<file path="config.mk">
export PLATFORM = sky130hd
export DESIGN_NAME = clk_divider_prog
export DESIGN_NICKNAME = d
export VERILOG_FILES = /design/src/rtl/clk_div_pkg.sv /design/src/rtl/clk_div_shadow.sv /design/src/rtl/clk_divider_prog.sv
export SDC_FILE = /design/constraint.sdc
export NUM_CORES = 1
export LEC_CHECK = 0
export BUFFER_PORTS_ARGS = -buffer_cell sky130_fd_sc_hd__buf_2
export CORE_ASPECT_RATIO = 0.75
export CORE_MARGIN = 5
export CORE_UTILIZATION = 50
export DETAILED_ROUTE_END_ITERATION = 7
export GPL_ROUTABILITY_DRIVEN = 0
export GPL_TIMING_DRIVEN = 0
export HOLD_SLACK_MARGIN = 0.1
export PLACE_DENSITY = 0.72
export SYNTH_ARGS = -nofsm -noshare
export SYNTH_HDL_FRONTEND = slang
export SYNTH_HIERARCHICAL = 1
export SYNTH_SLANG_ARGS = --single-unit
</file>
<file path="constraint.sdc">
create_clock -name sys_clk -period 7 [get_ports sys_clk]
set_input_delay 1.05 -clock sys_clk [delete_from_list [all_inputs] [get_ports sys_clk]]
set_output_delay 1.05 -clock sys_clk [all_outputs]
set_load 0.01 [all_outputs]
</file>
<file path="src/rtl/clk_div_pkg.sv">
// Shared constants, types and helpers for the programmable clock-enable divider.
// Optional build macro affecting users of this package: CLKDIV_SYNC_EN.
package clk_div_pkg;

    localparam int CNT_W_DEFAULT = 8;
    localparam int DIV_DEFAULT_N = 6;

    typedef logic [CNT_W_DEFAULT-1:0] div_t;

    // Threshold at which the divided level goes high: N>>1.
    function automatic logic [31:0] half_div(input logic [31:0] n);
        return n >> 1;
    endfunction

endpackage

</file>
<file path="src/rtl/clk_div_shadow.sv">
// Divisor shadow register: captures runtime loads and hands them over to the
// active divisor only at a period boundary.
// Build macro: CLKDIV_SYNC_EN adds sync_in, which also counts as a boundary.
module clk_div_shadow
    import clk_div_pkg::*;
#(
    parameter int CNT_W       = CNT_W_DEFAULT,
    parameter int DIV_DEFAULT = DIV_DEFAULT_N
) (
    input  logic             sys_clk,
    input  logic             sys_rst_n,
    input  logic             div_load,
    input  logic [CNT_W-1:0] div_val,
    input  logic             term,
`ifdef CLKDIV_SYNC_EN
    input  logic             sync_in,
`endif
    output logic [CNT_W-1:0] div_cur,
    output logic             div_pend,
    output logic             load_err
);

    logic [CNT_W-1:0] div_shadow;
    logic             boundary;
    logic             apply;
    logic             load_ok;
    logic             load_zero;

`ifdef CLKDIV_SYNC_EN
    assign boundary  = term | sync_in;
`else
    assign boundary  = term;
`endif
    assign apply     = boundary & div_pend;
    assign load_ok   = div_load & (div_val != '0);
    assign load_zero = div_load & (div_val == '0);

    // Active divisor only changes at a boundary, and only if a load is waiting.
    always_ff @(posedge sys_clk or negedge sys_rst_n) begin
        if (!sys_rst_n) begin
            div_cur <= CNT_W'(DIV_DEFAULT);
        end else if (apply) begin
            div_cur <= div_shadow;
        end
    end

    // Last valid load wins; a load on the boundary cycle lands after the hand-over.
    always_ff @(posedge sys_clk or negedge sys_rst_n) begin
        if (!sys_rst_n) begin
            div_shadow <= CNT_W'(DIV_DEFAULT);
        end else if (load_ok) begin
            div_shadow <= div_val;
        end
    end

    // Pending flag: set by a valid load, cleared by the hand-over; set wins.
    always_ff @(posedge sys_clk or negedge sys_rst_n) begin
        if (!sys_rst_n) begin
            div_pend <= 1'b0;
        end else if (load_ok) begin
            div_pend <= 1'b1;
        end else if (apply) begin
            div_pend <= 1'b0;
        end
    end

    // A zero divisor is rejected and flagged for one cycle.
    always_ff @(posedge sys_clk or negedge sys_rst_n) begin
        if (!sys_rst_n) begin
            load_err <= 1'b0;
        end else begin
            load_err <= load_zero;
        end
    end

endmodule

</file>
<file path="src/rtl/clk_divider_prog.sv">
// Runtime-programmable integer clock-enable generator. Emits a 1-cycle
// clk_flag every N enabled cycles and a near-50% clk_out level. Not a clock.
// Build macro: CLKDIV_SYNC_EN adds sync_in for phase-aligning several dividers.
module clk_divider_prog
    import clk_div_pkg::*;
#(
    parameter int CNT_W       = CNT_W_DEFAULT,
    parameter int DIV_DEFAULT = DIV_DEFAULT_N
) (
    input  logic             sys_clk,
    input  logic             sys_rst_n,
    input  logic             en,
    input  logic [CNT_W-1:0] div_val,
    input  logic             div_load,
`ifdef CLKDIV_SYNC_EN
    input  logic             sync_in,
`endif
    output logic             clk_flag,
    output logic             clk_out,
    output logic             div_pend,
    output logic             load_err,
    output logic [CNT_W-1:0] cnt_out
);

    logic [CNT_W-1:0] cnt;
    logic [CNT_W-1:0] div_cur;
    logic [CNT_W-1:0] half;
    logic             term;

    // div_cur is never zero, so div_cur-1 cannot wrap.
    assign term    = en & (cnt == (div_cur - CNT_W'(1)));
    assign half    = CNT_W'(half_div(32'(div_cur)));
    assign cnt_out = cnt;

    clk_div_shadow #(
        .CNT_W       (CNT_W),
        .DIV_DEFAULT (DIV_DEFAULT)
    ) u_shadow (
        .sys_clk   (sys_clk),
        .sys_rst_n (sys_rst_n),
        .div_load  (div_load),
        .div_val   (div_val),
        .term      (term),
`ifdef CLKDIV_SYNC_EN
        .sync_in   (sync_in),
`endif
        .div_cur   (div_cur),
        .div_pend  (div_pend),
        .load_err  (load_err)
    );

    // Period counter with flag and level; en=0 freezes count and level.
`ifdef CLKDIV_SYNC_EN
    always_ff @(posedge sys_clk or negedge sys_rst_n) begin
        if (!sys_rst_n) begin
            cnt      <= '0;
            clk_flag <= 1'b0;
            clk_out  <= 1'b0;
        end else if (sync_in) begin
            cnt      <= '0;
            clk_flag <= 1'b1;
            clk_out  <= 1'b0;
        end else if (en) begin
            cnt      <= term ? '0 : cnt + CNT_W'(1);
            clk_flag <= term;
            clk_out  <= (cnt >= half);
        end else begin
            clk_flag <= 1'b0;
        end
    end
`else
    always_ff @(posedge sys_clk or negedge sys_rst_n) begin
        if (!sys_rst_n) begin
            cnt      <= '0;
            clk_flag <= 1'b0;
            clk_out  <= 1'b0;
        end else if (en) begin
            cnt      <= term ? '0 : cnt + CNT_W'(1);
            clk_flag <= term;
            clk_out  <= (cnt >= half);
        end else begin
            clk_flag <= 1'b0;
        end
    end
`endif

endmodule

</file>
==> impl_metrics.csv <==
group,metric,value,unit
floorplan,core_area,0.00296,sq mm
setup_path,cp_num_buf_inv,2,
setup_path,cp_max_fo,11,
timing,finalMaxSlewViolations,0,
hold_path,min-delay-path-class,"reg -> reg",
power,power_leakage,0.837,nW
yosys,syn_area,0.00155,sq mm
floorplan,die_area,0.00432,sq mm
timing,rsz0062_at_grt,"no",
power,ir_drop,0.184,mV
cts,post_cts_resized,0,
routing,drt-total-wl,2940,microns
cts,cts_sinks,28,
cts,clockRootBuffer,"clkbuf_8",
routing,vias,1123,
finish,antenna_cells,0,
finish,drive_above_1_share,0.286,
routing,drc,0,
setup_path,critPathKind,"in -> reg",
power,swShare,0.317,
placement,io_buffers,21,
floorplan,start_util,0.524,
timing,whs,0.508,ns
global_routing,top_usage_layer,"met2",
outcome,status,"finished clean",
setup_path,crit_required,7.16,ns
global_routing,grt.total_usage,0.158,
yosys,yosysSeqAreaShare,0.456,
timing,finalSetupTns,0,ns
placement,dpl.hpwl,2300,microns
job,maxCapViolCount,0,
global_routing,grt_max_degree,29,
finish,fill_cells,240,
setup_path,critPathArrivalTime,3.10,ns
floorplan,ios,24,
power,pwr-share-seq,0.446,
cts,cts_tree,"done",
global_routing,grt_overflow,0,
global_routing,grtUsageMet2,0.245,
timing,worstMarginPinSlew,0.613,ns
global_routing,grt_pass1_wl,5370,microns
finish,ff_latch_area,706,sq um
setup_path,crit_path_end_kind,"flip-flop",
global_routing,grt_pass1_vias,1160,
global_routing,antenna_found_initial,0,
cts,post-cts-setup-buffers,0,
timing,finalHoldViolCount,0,
yosys,synthCells,143,
setup_path,path_cells,"clkbuf_1, inv_1, nor3_1, o211ai_1, a221oi_4, nand2_1, mux2_2",
timing,setup_viol,0,
timing,fmax,340,MHz
finish,fin_nets,190,
cts,cts_buffers,3,
global_routing,use_met1,0.235,
yosys,ys_warn_count,6,
routing,postRouteAntennaNets,0,
routing,vias_per_cell,5.45,
timing,layout_min_cycle_time,2.94,ns
power,p_int,324,uW
finish,layout_common_cells,"dfrtp_1, buf_2, inv_1",
power,p_switching,150,uW
cts,clockBufferDepth,2,
power,pwr-share-clk,0.264,
yosys,avgSynthCellArea,10.8,sq um
routing,post_drt_wl_per_cell,14.3,microns
power,power.total,474,uW
power,combPwrFrac,0.290,
cts,clk_pin_slew,0.09,ns
global_routing,met3_usage,0.0208,
finish,multi_input_area,776,sq um
timing,period_share,0.421,
setup_path,critPathSlowestCell,"a221oi_4",
cts,clock_latency,0.27,ns
power,power_density,267,mW/mm^2
routing,drt_iter0_drc,48,
finish,layout_commonest_cell,"dfrtp_1",
timing,clock_skew,0.00408,ns
cts,htreeDepth,1,
setup_path,startpoint_type,"input port",
setup_path,cp_top_family,"compound AO/OA/AOI/OAI gates",
floorplan,die_width,74.3,microns
floorplan,num_rows,17,
finish,syn2layout_area_growth,14.5,%
yosys,syn_nets,164,
timing,relSlewSlack,0.591,
yosys,ys_seq_elements,28,
cts,hold_buffers,0,
floorplan,die-height,58.2,microns
routing,firstDrtPassIters,4,
setup_path,max_stage_delay,0.51,ns
yosys,ys_types,34,
[cells in the mapped netlist, drive strengths merged]
cell type / number / area, sq um
dfrtp: 24 / 601
inv: 15 / 56.3
nor2: 12 / 50.1
ha: 9 / 113
a22o: 8 / 70.1
mux2: 8 / 90.1
o21ai: 7 / 50.1
xor2: 7 / 61.3
nand2: 6 / 22.5
xnor2: 6 / 52.6
nand3: 5 / 25.0
dfstp: 4 / 105
nor3: 4 / 31.3
a21o: 3 / 23.8
a21oi: 3 / 15.0
clkbuf: 3 / 11.3
nand4: 3 / 18.8
a31oi: 2 / 12.5
and3: 2 / 12.5
nand2b: 2 / 12.5
or4: 2 / 22.5
a2111o: 1 / 11.3
a221oi: 1 / 26.3
a311o: 1 / 10.0
a31o: 1 / 8.76
and4: 1 / 8.76
o211ai: 1 / 7.51
o31ai: 1 / 12.5
or2b: 1 / 7.51
[stage by stage]
step                instance area, sq um  utilization  worst slack (ns)  instances
global placement                    1700        0.576              3.82        202
global route                        1770        0.600              3.85        206
floorplan                           1550            -              4.16        143
detailed placement                  1700        0.576              3.78        202
CTS                                 1770        0.600              4.07        206
finish                              1770        0.600              4.06        206
[sequential cells by signal, summed over array words and instances, names as in the netlist]
| name | cells |
|---|---|
| cnt_out | 8 |
| u_shadow/div_cur | 8 |
| u_shadow/div_shadow | 8 |
| clk_flag | 1 |
| clk_out | 1 |
| u_shadow/div_pend | 1 |
| u_shadow/load_err | 1 |
[cell families after synthesis]
family                     share of synthesized area
xor gates and xnor gates                      0.0735
adders and majority gates                     0.0727
DFF                                            0.456
and+or+nand+nor                                0.137
AOI/OAI and AO/OA                              0.160
muxes                                         0.0582
buffers and inverters                         0.0436
[layer usage]
layer,up-vias,part of all wire
met5,-,0
met4,0,0.0099
met3,4,0.025
met2,18,0.46
met1,550,0.50
li1,551,-
[area by class of cell]
cell class              count  area share
multi-input cells          97       0.438
plain buffers               3     0.00635
clock buffers               3      0.0233
repair buffers             21      0.0593
well taps                  38      0.0268
clock inverters             1      0.0169
inverters                  15      0.0318
flip-flops and latches     28       0.398
[worst register-to-register path, cell delays in order, from the launching register on]
cell	delay, ns
dfstp_2	0.58
inv_1	0.05
ha_1	0.24
a21o_2	0.22
a2111o_1	0.41
a221oi_4	0.60
nand2_1	0.36
mux2_2	0.35
[power groups by stage]
stage | logic, mW | clock network (mW) | registers (mW)
6_report | 0.137 | 0.125 | 0.211
5_1_grt | 0.157 | 0.135 | 0.216
4_1_cts | 0.139 | 0.128 | 0.212
3_5_place_dp | 0.138 | 0 | 0.215
3_3_place_gp | 0.130 | 0 | 0.214
2_1_floorplan | 0.0858 | 0 | 0.218
[final timing paths]
kind,from,endpoint,slack [ns],cells past startpoint
min in group asynchronous,sys_rst_n,cnt_out[3]$_DFFE_PN0P_,0.77,1
hold / removal,u_shadow/div_shadow[4]$_DFFE_PN0P_,u_shadow/div_shadow[4]$_DFFE_PN0P_,0.51,1
hold reg to reg,u_shadow/div_shadow[4]$_DFFE_PN0P_,u_shadow/div_shadow[4]$_DFFE_PN0P_,0.51,1
setup reg to reg,u_shadow/div_cur[1]$_DFFE_PN1P_,u_shadow/div_cur[4]$_DFFE_PN0P_,4.07,7
max in group asynchronous,sys_rst_n,u_shadow/load_err$_DFF_PN0_,5.84,1
setup / recovery,en,u_shadow/div_cur[4]$_DFFE_PN0P_,4.06,7
Note: power is estimated with default switching activity, not from simulation.
